[src/rtl/pipeline_ctrl.sv]
// Stall/flush sequencer: load-use and branch control in RUN, plus interrupt entry (drain, push PC hi/lo, vector).
// Hazard outputs are combinational from registered state; pushes wait indefinitely on mem_ack.
module pipeline_ctrl #(
  parameter int REG_W        = 3,
  parameter int DRAIN_CYCLES = 3
) (
  input  logic             clk,
  input  logic             reset,
  input  logic [REG_W-1:0] id_rs,
  input  logic [REG_W-1:0] id_rt,
  input  logic             id_uses_rs,
  input  logic             id_uses_rt,
  input  logic             ex_mem_read,
  input  logic [REG_W-1:0] ex_rd,
  input  logic             ex_branch_taken,
  input  logic             int_req,
  input  logic [31:0]      pc_current,
  input  logic             mem_ack,
  output logic             stall_if_id,
  output logic             flush_if_id,
  output logic             flush_id_ex,
  output logic             pc_write,
  output logic [1:0]       pc_sel,
  output logic             mem_push_req,
  output logic [15:0]      mem_push_data,
  output logic             int_ack,
  output logic             busy
);

  typedef enum logic [2:0] {
    RUN     = 3'd0,
    DRAIN   = 3'd1,
    PUSH_HI = 3'd2,
    PUSH_LO = 3'd3,
    VEC     = 3'd4
  } state_t;

  localparam logic [2:0] DRAIN_INIT = 3'(DRAIN_CYCLES - 1);

  state_t      state;
  logic [2:0]  drain_cnt;
  logic [31:0] saved_pc;
  logic        int_pending;
  logic        load_use;
  logic        accept;

  assign load_use = ex_mem_read &
                    ((id_uses_rs & (ex_rd == id_rs)) | (id_uses_rt & (ex_rd == id_rt)));
  assign accept   = (state == RUN) & int_pending & ~ex_branch_taken & ~load_use;

  always_ff @(posedge clk or negedge reset) begin
    if (!reset) begin
      state       <= RUN;
      drain_cnt   <= 3'd0;
      saved_pc    <= 32'd0;
      int_pending <= 1'b0;
    end else begin
      // A request seen on the VEC-entry edge survives the clear, so held levels re-enter.
      int_pending <= int_req | (int_pending & ~((state == PUSH_LO) & mem_ack));
      case (state)
        RUN: begin
          if (accept) begin
            saved_pc  <= pc_current;
            drain_cnt <= DRAIN_INIT;
            state     <= DRAIN;
          end
        end
        DRAIN: begin
          if (drain_cnt == 3'd0) state <= PUSH_HI;
          else                   drain_cnt <= drain_cnt - 3'd1;
        end
        PUSH_HI: if (mem_ack) state <= PUSH_LO;
        PUSH_LO: if (mem_ack) state <= VEC;
        VEC:     state <= RUN;
        default: state <= RUN;
      endcase
    end
  end

  always_comb begin
    stall_if_id   = 1'b0;
    flush_if_id   = 1'b0;
    flush_id_ex   = 1'b0;
    pc_write      = 1'b1;
    pc_sel        = 2'd0;
    mem_push_req  = 1'b0;
    mem_push_data = 16'd0;
    int_ack       = 1'b0;
    busy          = 1'b0;
    // Outputs are forced to their idle values while reset is held, regardless of inputs.
    if (reset) begin
      case (state)
        RUN: begin
          if (ex_branch_taken) begin
            flush_if_id = 1'b1;
            flush_id_ex = 1'b1;
            pc_sel      = 2'd1;
          end else if (load_use) begin
            stall_if_id = 1'b1;
            pc_write    = 1'b0;
            flush_id_ex = 1'b1;
          end
        end
        DRAIN: begin
          busy        = 1'b1;
          pc_write    = 1'b0;
          flush_if_id = 1'b1;
          flush_id_ex = 1'b1;
        end
        PUSH_HI, PUSH_LO: begin
          busy          = 1'b1;
          pc_write      = 1'b0;
          flush_if_id   = 1'b1;
          mem_push_req  = 1'b1;
          mem_push_data = (state == PUSH_HI) ? saved_pc[31:16] : saved_pc[15:0];
        end
        VEC: begin
          busy        = 1'b1;
          flush_if_id = 1'b1;
          pc_sel      = 2'd2;
          int_ack     = 1'b1;
        end
        default: ;
      endcase
    end
  end

endmodule

[config.mk]
export PLATFORM = sky130hd
export DESIGN_NAME = pipeline_ctrl
export DESIGN_NICKNAME = d
export VERILOG_FILES = /design/src/rtl/pipeline_ctrl.sv
export SDC_FILE = /design/constraint.sdc
export NUM_CORES = 1
export LEC_CHECK = 0
export ABC_CLOCK_PERIOD_IN_PS = 6100
export CAP_MARGIN = 15
export CORE_MARGIN = 5
export CORE_UTILIZATION = 65
export DETAILED_ROUTE_END_ITERATION = 12
export DONT_BUFFER_PORTS = 1
export PLACE_DENSITY = 0.81
export SYNTH_ARGS = -nofsm -noshare
export SYNTH_HDL_FRONTEND = slang
export SYNTH_SLANG_ARGS = --single-unit
export TNS_END_PERCENT = 1
[constraint.sdc]
create_clock -name clk -period 6.1 [get_ports clk]
set_clock_uncertainty 0.15 [all_clocks]
set_input_delay 1.22 -clock clk [delete_from_list [all_inputs] [get_ports clk]]
set_output_delay 1.22 -clock clk [all_outputs]
set_load 0.01 [all_outputs]
## Word-level counts from Yosys, hierarchy flattened

Index checks and enable logic that the tools add are counted.

| word-level totals | value |
|---|---|
| flip-flop bits (word level) | 39 |
| input bits | 49 |
| output and inout port bits | 25 |
| word-level logic and storage cells | 72 |

| cells by class | value |
|---|---|
| add/sub/neg operators | 1 |
| equal/unequal tests | 11 |
| mux-type cells | 34 |
| bitwise logic cells | 13 |
| reductions and logical operators | 9 |

Operators by type and width:

| cell | count |
|---|---|
| 2-to-1 mux 16 bit | 3 |
| 2-to-1 mux 1 bit | 18 |
| 2-to-1 mux 3 bit | 6 |
| one-hot mux 3 bit (4 select lines) | 1 |
| inequality test 2 bit, second input constant | 5 |
| AND 1 bit | 8 |
| equality test 3 x 2 -> 1 bit, second input constant | 2 |
| equality test 3 bit | 2 |
| zero test 3 bit | 2 |
| one-hot mux 1 bit (2 select lines) | 3 |
| one-hot mux 3 bit (2 select lines) | 1 |
| one-hot mux 2 bit (2 select lines) | 1 |
| AND reduction 4 bit | 1 |
| OR reduction 4 bit | 1 |
| equality test 3 x 1 -> 1 bit, second input constant | 1 |
| equality test 3 bit, second input constant | 1 |
| NOT 1 bit | 3 |
| AND reduction 3 bit | 1 |
| OR reduction 3 bit | 1 |
| subtractor 3 x 1 -> 3 bit, second input constant | 1 |
| 2-to-1 mux 2 bit | 1 |
| OR 1 bit | 2 |
| AND reduction 2 bit | 1 |
| nonzero test 2 bit | 1 |
| OR reduction 2 bit | 1 |

## Depth between registers and ports, before layout

| depth | value |
|---|---|
| depth after elaboration | 8 |
| depth in mapped cells | 7 |
| mapped depth without buffers | 6 |

## Worst setup path before layout

OpenSTA, ideal clock, no wires.

| timing | value |
|---|---|
| kind | in2out |
| start | in id_rs[0] |
| end | out flush_id_ex |
| arrival | 2.311 ns |
| data required time | 4.730 ns |
| path slack | 2.419 ns |
| stages on the path | 4 |
| path buffers | 0 |
| cell sequence | xnor2_1 -> and4_1 -> o21ai_2 -> a2111oi_0 |

| on the way | value |
|---|---|
| word-level cells in the longest chain between the ends | 8 |

RTL lines:

| item | RTL line | RTL |
|---|---|---|
| start, declared | 9 | `input logic [REG_W-1:0] id_rs,` |
| equality test 3 bit | 48 | `((id_uses_rs & (ex_rd == id_rs)) \| (id_uses_rt & (ex_rd == id_rt)));` |
| AND 1 bit | 48 |  |
| OR 1 bit | 48 |  |
| AND 1 bit | 47 | `assign load_use = ex_mem_read &` |
| 2-to-1 mux 1 bit | 98 | `end else if (load_use) begin` |
| 2-to-1 mux 1 bit | 94 | `if (ex_branch_taken) begin` |
| one-hot mux 1 bit (2 select lines) | 92 | `case (state)` |
| 2-to-1 mux 1 bit | 91 | `if (reset) begin` |
| end, declared | 21 | `output logic flush_id_ex,` |

Every way passes these cells.

## Worst setup path after layout

| timing | value |
|---|---|
| start | in id_rs[2] |
| end | out flush_id_ex |

Same word-level chain as after synthesis.

==> run_results.csv <==
group,metric,value,unit
status,outcome,"finished clean",
pwr,p_comb_share,40.0,%
sta,slew_viol_final,0,
clock_network,holdBufCountCts,0,
global_route,track_usage,19.6,%
place,numPortBuffers,0,
sta,tns,0,ns
clock_network,htree_levels,2,
pwr,pwr-share-clk,18.3,%
layout,diodes,0,
clock_network,cts_tree,"done",
pwr,ir_drop,0.000279,V
synthesis,synth-seq-cells,39,
route,routedWlPerCell,20.4,µm
pwr,power,1.13,mW
sta,clock.fmax,260,MHz
place,place_area,2040,µm²
global_route,grt_max_degree,44,
synthesis,synth_nets,208,
clock_network,cts.reportedPaths.clkPinSlew,0.10,ns
setup_path,start_kind,"input pin",
clock_network,clock_path_buffers,2,
sta,period_needed,3.84,ns
route,drc,0,
die,io_pins,74,
clock_network,clock_latency,0.33,ns
setup_path,crit_arrival,2.47,ns
die,chipWidth,66.6,µm
setup_path,criticalPathCategory,"in2out",
pwr,swShare,32.0,%
pwr,p_leak,0.968,nW
clock_network,cts.sinks,39,
sta,setup_viol,0,
pwr,internal-power,0.768,mW
place,finalWeightedCongestion,0.825,
layout,fillers,237,
pwr,pwr-share-seq,41.6,%
sta,hold_viol,0,
layout,nNetsFinal,206,
layout,fin_area,2150,µm²
route,postRouteAntennaNets,0,
route,drt_iter0_drc,41,
synthesis,seq_area_frac_synth,46.9,%
setup_path,cp-end-kind,"primary output",
synthesis,avgSynthCellArea,13.2,µm²
die,core_area,3050,µm²
synthesis,yosys_warnings,0,
place,place_ws,2.26,ns
global_route,grt_pass1_wl,6440,µm
clock_network,cts_resized,0,
route,dr.pass1.iters,4,
clock_network,numCtsBuffers,5,
synthesis,syn-cell-area,2080,µm²
sta,rsz0062_at_grt,"no",
sta,relSlewSlack,31.4,%
clock_network,cts_root_buf,"clkbuf_4",
sta,fin_ws,2.26,ns
sta,tightest_slew,1.03,ns
place,post-dp-hpwl,2980,µm
die,rows,20,
setup_path,crit_fanout,4,
route,vias,1237,
setup_path,cp.required,4.73,ns
die,die_area,4430,µm²
synthesis,netlist_instances,157,
global_route,grt_pass1_vias,1336,
flow_run,maxCapViolCount,0,
clock_network,post-cts-setup-buffers,0,
global_route,antenna_found_initial,0,
pwr,power.density,526,nW/µm²
pwr,p_sw,0.361,mW
synthesis,synth.distinct_cells,31,
layout,synthToLayoutAreaGrowth,3.19,%
route,wirelength,4090,µm
sta,post-route-period-util,63.0,%
route,viasPerCell,6.19,
die,initial_core_util,68.1,%
die,die_y,66.6,µm
layout,drive_gt1_share,35.3,%
global_route,grt_overflow,0,
hold_path,hold_path.class,"reg2reg",
power by group through the flow:
stage	Combinational (mW)	Clock, mW	Sequential, mW
2_1_floorplan	0.430	0	0.445
3_3_place_gp	0.437	0	0.463
3_5_place_dp	0.454	0	0.474
4_1_cts	0.458	0.212	0.469
5_1_grt	0.493	0.225	0.486
6_report	0.452	0.207	0.470
critical path, stage by stage:
cell and delay (ns):
xnor2_1 0.13, and4_1 0.24, o21ai_2 0.09, a2111oi_0 0.78
layout make-up:
type	instances	area (µm²)	area share (%)
clock inverters	2	60.1	2.80
multi-input cells	102	987	46.0
clock buffers	6	41.3	1.92
well taps	44	55.1	2.57
inverters	7	26.3	1.22
flip-flops and latches	39	976	45.5
cell usage after synthesis, drive strengths merged:
cell type / n / area, µm²
and3: 4 / 25.0
nand2: 7 / 26.3
nor3: 4 / 20.0
a2111oi: 1 / 8.76
and4: 2 / 17.5
o21ai: 4 / 23.8
and2: 2 / 12.5
clkbuf: 4 / 15.0
mux2: 33 / 477
ha: 2 / 25.0
o31ai: 1 / 7.51
xnor2: 7 / 61.3
a21o: 1 / 7.51
a211o: 1 / 8.76
nor2: 8 / 30.0
nor2b: 1 / 6.26
o211ai: 1 / 7.51
and2b: 1 / 7.51
a21oi: 1 / 5.00
or2: 1 / 6.26
buf: 5 / 76.3
inv: 7 / 26.3
nand3: 3 / 15.0
o221a: 16 / 180
dfrtp: 39 / 976
o21bai: 1 / 7.51
per-stage QoR:
step / instances / utilization, % / hold WS [ns]
after floorplan: 157 / - / 0.308
after global placement: 192 / 67.0 / 0.324
after detailed placement: 192 / 67.0 / 0.338
after CTS: 200 / 70.3 / 0.364
after global routing: 200 / 70.3 / 0.375
final: 200 / 70.3 / 0.358
cells by family (layout without fill, tap and decap cells):
| kind of cell | count (synthesis) | in the layout | share of synthesized area, % |
|---|---|---|---|
| fa+ha+maj | 2 | 2 | 1.20 |
| mux | 33 | 33 | 22.9 |
| compound gates | 27 | 27 | 12.3 |
| xor+xnor | 7 | 7 | 2.95 |
| buf+inv | 16 | 15 | 5.66 |
| flops | 39 | 39 | 46.9 |
| simple gates | 33 | 33 | 8.00 |
registers in the layout, indices dropped and copies added, names as in the netlist:
register / cells
drain_cnt: 3
int_pending: 1
saved_pc: 32
state: 3
layer usage:
metal  GRT usage (%)  vias to the layer above  wire length (µm)
met4            4.57                        0                15
met5               0                        -                 0
met1            22.9                      609              1640
met3            7.08                        2               348
met2            34.0                       58              2080
li1                -                      568                 -
cell usage in the layout (no fill, tap or decap):
cell type and n:
mux2_4 28, a211o_1 1, a21o_1 1, o21bai_1 1, nand3_1 3, nor2_1 8
ha_1 2, or2_2 1, bufinv_16 2, xnor2_1 7, o211ai_1 1, a2111oi_0 1
o21ai_0 3, a21oi_1 1, and3_1 4, nor3_1 4, and4_1 2, o31ai_1 1
mux2_1 5, and2_1 2, o21ai_2 1, o221a_2 16, nor2b_1 1, inv_2 1
dfrtp_1 39, clkbuf_1 1, clkbuf_4 5, inv_1 6, nand2_1 7, and2b_2 1
worst paths after layout:
| kind | start | to | slack (ns) | depth (start not counted) |
|---|---|---|---|---|
| setup / recovery | id_rs[2] | flush_id_ex | 2.26 | 4 |
| hold / removal | drain_cnt[1] | drain_cnt[1] | 0.36 | 1 |
| setup reg to reg | state[1] | saved_pc[15] | 3.49 | 4 |
| hold reg to reg | drain_cnt[1] | drain_cnt[1] | 0.36 | 1 |
| max in group asynchronous | reset | drain_cnt[1] | 5.30 | 0 |
| min in group asynchronous | reset | state[1] | 0.42 | 0 |
Power figures use the tool's default switching activity.
==> edit 1 (config.mk and constraints unchanged) <==
Make the reset (`reset`) synchronous in one clocked block.
--- a/src/rtl/pipeline_ctrl.sv
+++ b/src/rtl/pipeline_ctrl.sv
@@ -48,7 +48,7 @@
                     ((id_uses_rs & (ex_rd == id_rs)) | (id_uses_rt & (ex_rd == id_rt)));
   assign accept   = (state == RUN) & int_pending & ~ex_branch_taken & ~load_use;
 
-  always_ff @(posedge clk or negedge reset) begin
+  always_ff @(posedge clk) begin
     if (!reset) begin
       state       <= RUN;
       drain_cnt   <= 3'd0;
Behaviour: same outputs for any inputs over 10 cycles, from zero or initial values and one cycle with reset low; that may be too few to reach the edited logic, so the function may still have changed.
==> edit 1 against the original RTL <==
Cell area decreased by 4.2%. Largest cell class unchanged. Routed wire length up 13%. Global-route usage increased by 3.3 points. Die area barely moved. Synthesized area about the same. Setup slack better by 0.29 ns. Sequential cell count is the same. Worst hold slack got worse by 0.038 ns. Fmax grew 8.3%. Sequential share of layout area fell by 7.5 points. First-iteration DRC count grew to 4.3 times the old value.
Power is not compared: it rests on default switching activity, and its combinational part moved more than twofold at a synthesized area within 25%.
==> edit 1: results (changes against the original RTL) <==
* Metal3 WL: 427 um (was 348 um)
- Clk Latency, worst-skew pair: 0.35 ns (was 0.33 ns)
- The XOR/XNOR share of the synthesized area was 2.53% (was 2.95%).
* Async S/R FF share, synth: 0% (was 100%)
- The cell depth of the worst flop-to-flop path came to 5 (was 4).
- The pre-CTS worst setup slack came to 2.53 ns (was 2.26 ns).
* Cells taking the most area after synthesis: dfxtp_1, mux2i_1, nand2_1, o221a_2, buf_12 (was dfrtp_1, mux2_4, o221a_2, xnor2_1, buf_12)
- The vias per cell was 6.07 (was 6.19).
- Run status: finished clean (unchanged)
* Net Count, Synth: 287 (was 208)
* Adder-cell share of the synthesized area: 1.20% (about the same)
* # nets final: 276 (was 206)
- Slew HR: 55.3% (was 31.4%)
- The critical register-to-register path startpoint is state[0]$_SDFFE_PN0P_ (was state[1]$_DFFE_PN0P_).
* Max Fanout on Critical Path: 5 (was 4)
- The wire length reported by the detailed router was 4600 um (was 4090 um).
* Seq/Total Area, Yosys: 37.6% (was 46.9%)
* Number of unique standard cell types used by synthesis: 33 (was 31)
- Met2 wire len: 2280 um (was 2080 um)
- Hold Path Stages: 2 (was 1)
- The count of placed standard cells in the final layout, fillers left out is 270 (was 200).
* Pin count of the biggest net entering global routing: 72 (was 44)
- Cell area reported after detailed placement: 2000 um^2 (was 2040 um^2)
- Arrival time reported for the critical path endpoint: 2.18 ns (was 2.47 ns)
- The clock edge transition at the registers on the reported setup and hold paths was 0.13 ns (was 0.10 ns).
==> edit 1: tightest hold or removal path, stage by stage (launching register included) <==
cell and delay (ns):
dfxtp_1 0.33, nand2_1 0.05, mux2i_1 0.05
==> edit 1: per-stage QoR <==
stage / power [uW] / hold WS (ns)
after CTS: 494 / 0.319
after global placement: 356 / 0.292
after detailed placement: 362 / 0.297
after floorplan: 360 / 0.285
final: 490 / 0.320
after global routing: 517 / 0.338
==> edit 1: cells by family (layout without fill, tap and decap cells) <==
| logic type | Yosys count | count (layout) |
|---|---|---|
| and+or+nand+nor | 103 | 103 |
| DFF | 39 | 39 |
| muxes | 33 | 33 |
| AOI/OAI and AO/OA | 29 | 29 |
| buffers and inverters | 24 | 14 |
| xor gates and xnor gates | 6 | 6 |
| adders and majority gates | 2 | 2 |
==> edit 1: layout make-up <==
cell class | count | area (um^2)
multi-input cells | 173 | 1140
fillers | 261 | 997
flip-flops and latches | 39 | 781
well taps | 44 | 55.1
clock buffers | 5 | 37.5
clock inverters | 3 | 20.0
inverters | 5 | 18.8
repair buffers | 1 | 7.51
==> edit 1: per-layer routing <==
layer / global-route usage [%] / up-vias
met3: 9.27 / 6
met4: 7.61 / 0
li1: - / 787
met5: 0 / -
met2: 38.9 / 67
met1: 25.8 / 780
==> edit 1: how the worst max path moves through the flow <==
stage | startpoint | endpoint | cells after the start
after floorplan | reset | mem_push_data[1] | 5
after global placement | ex_rd[1] | pc_write | 5
after detailed placement | ex_rd[1] | pc_write | 5
after CTS | ex_rd[1] | pc_write | 5
after global routing | ex_rd[1] | pc_write | 5
final | ex_rd[1] | pc_write | 5
==> edit 2 (same settings) <==
Without the edit above. The parameter `REG_W` goes from 3 to 6.
--- a/src/rtl/pipeline_ctrl.sv
+++ b/src/rtl/pipeline_ctrl.sv
@@ -1,7 +1,7 @@
 // Stall/flush sequencer: load-use and branch control in RUN, plus interrupt entry (drain, push PC hi/lo, vector).
 // Hazard outputs are combinational from registered state; pushes wait indefinitely on mem_ack.
 module pipeline_ctrl #(
-  parameter int REG_W        = 3,
+  parameter int REG_W        = 6,
   parameter int DRAIN_CYCLES = 3
 ) (
   input  logic             clk,
Ports: changed (resized ex_rd, id_rs and id_rt); port bits go from 74 to 83. No check against the original RTL was run, so the function may have changed too.
==> edit 2 against the original RTL <==
Via count rose by 11%. Setup slack improved by 0.057 ns. Power fell by 10%. Count of clock-buffer cells in the layout fell by 1. Fmax rose by 1.5%. Sequential cell count did not move. Clock power fell by 16%. Cell area fell by 0.87%. Largest cell class unchanged. Worst hold slack improved by 0.011 ns. Routed wire length rose by 7.1%. Synthesized area fell by 1.4%.
==> edit 2: results (changes against the original RTL) <==
* P_leak: 0.000877 uW (was 0.000968 uW)
- Metal3 WL: 539 um (was 348 um)
* Multiplexer area fraction after synthesis: 17.6% (was 22.9%)
- Non-filler cells in the finished layout: 214 (was 200)
- The clock edge transition at the registers on the reported setup and hold paths is 0.12 ns (was 0.10 ns).
- The cell depth of the worst flop-to-flop path is 5 (was 4).
- Slew HR: 29.1% (was 31.4%)
- Launch point of the worst hold path: saved_pc[10]$_DFFE_PN0P_ (was drain_cnt[1]$_DFFE_PN0P_)
* Net Count, Synth: 231 (was 208)
* Run status: finished clean (unchanged)
- The maximum number of pins on one net before global-route repair is 48 (was 44).
- Filler Cells Inserted: 230 (was 237)
* Compound-gate portion of the synthesized area: 15.0% (was 12.3%)
- Cells taking the most area after synthesis: dfrtp_1, mux2_2, o221a_2, xnor2_1, nor2_1 (was dfrtp_1, mux2_4, o221a_2, xnor2_1, buf_12).
- The detailed-router iteration count before antenna repair was 5 (was 4).
- Max incr delay on CP: 0.41 ns (was 0.78 ns)
* RD Place Congestion: 0.749 (was 0.825)
- Top cells by instance count after synthesis: dfrtp_1, mux2_2, o221a_2 (was dfrtp_1, mux2_4, o221a_2)
* Worst path setup slack after routing: 2.32 ns (was 2.26 ns)
- The sum of net half-perimeters after detailed placement is 3100 um (was 2980 um).
* First-pass GRT wire length: 7090 um (was 6440 um)
* Met2 wire len: 2130 um (was 2080 um)
- The post-synthesis cell count is 171 (was 157).
- The register-to-register setup slack came to 3.39 ns (was 3.49 ns).
- Fraction of layout instances using a drive strength above 1: 35.3% (about the same)
* Number of vias after detailed routing: 1370 (was 1237)
* Iter 0 DRT Violations: 73 (was 41)
- The worst-case hold path end point is saved_pc[10]$_DFFE_PN0P_ (was drain_cnt[1]$_DFFE_PN0P_).
[edit 2: final cells by class]
cell class	count	area, um^2	share of cell area [%]
Clock buffer	5	37.5	1.76
Clock inverter	3	43.8	2.06
Inverter	5	18.8	0.882
Multi-Input combinational cell	118	996	46.8
Sequential cell	39	976	45.9
Tap cell	44	55.1	2.59
[edit 2: where the power goes]
| part | total, uW | internal [uW] | switching (uW) |
|---|---|---|---|
| clock | 174 | 86.3 | 87.7 |
| sequential | 468 | 384 | 84.1 |
| combinational | 371 | 192 | 179 |
| total | 1010 | 662 | 351 |
[edit 2: worst max-delay path by stage]
stage	start	end
CTS	ex_rd[1]	flush_id_ex
floorplan	id_rs[0]	flush_id_ex
finish	ex_rd[1]	flush_id_ex
detailed placement	ex_rd[1]	flush_id_ex
global route	id_rs[3]	flush_id_ex
global placement	ex_rd[1]	flush_id_ex
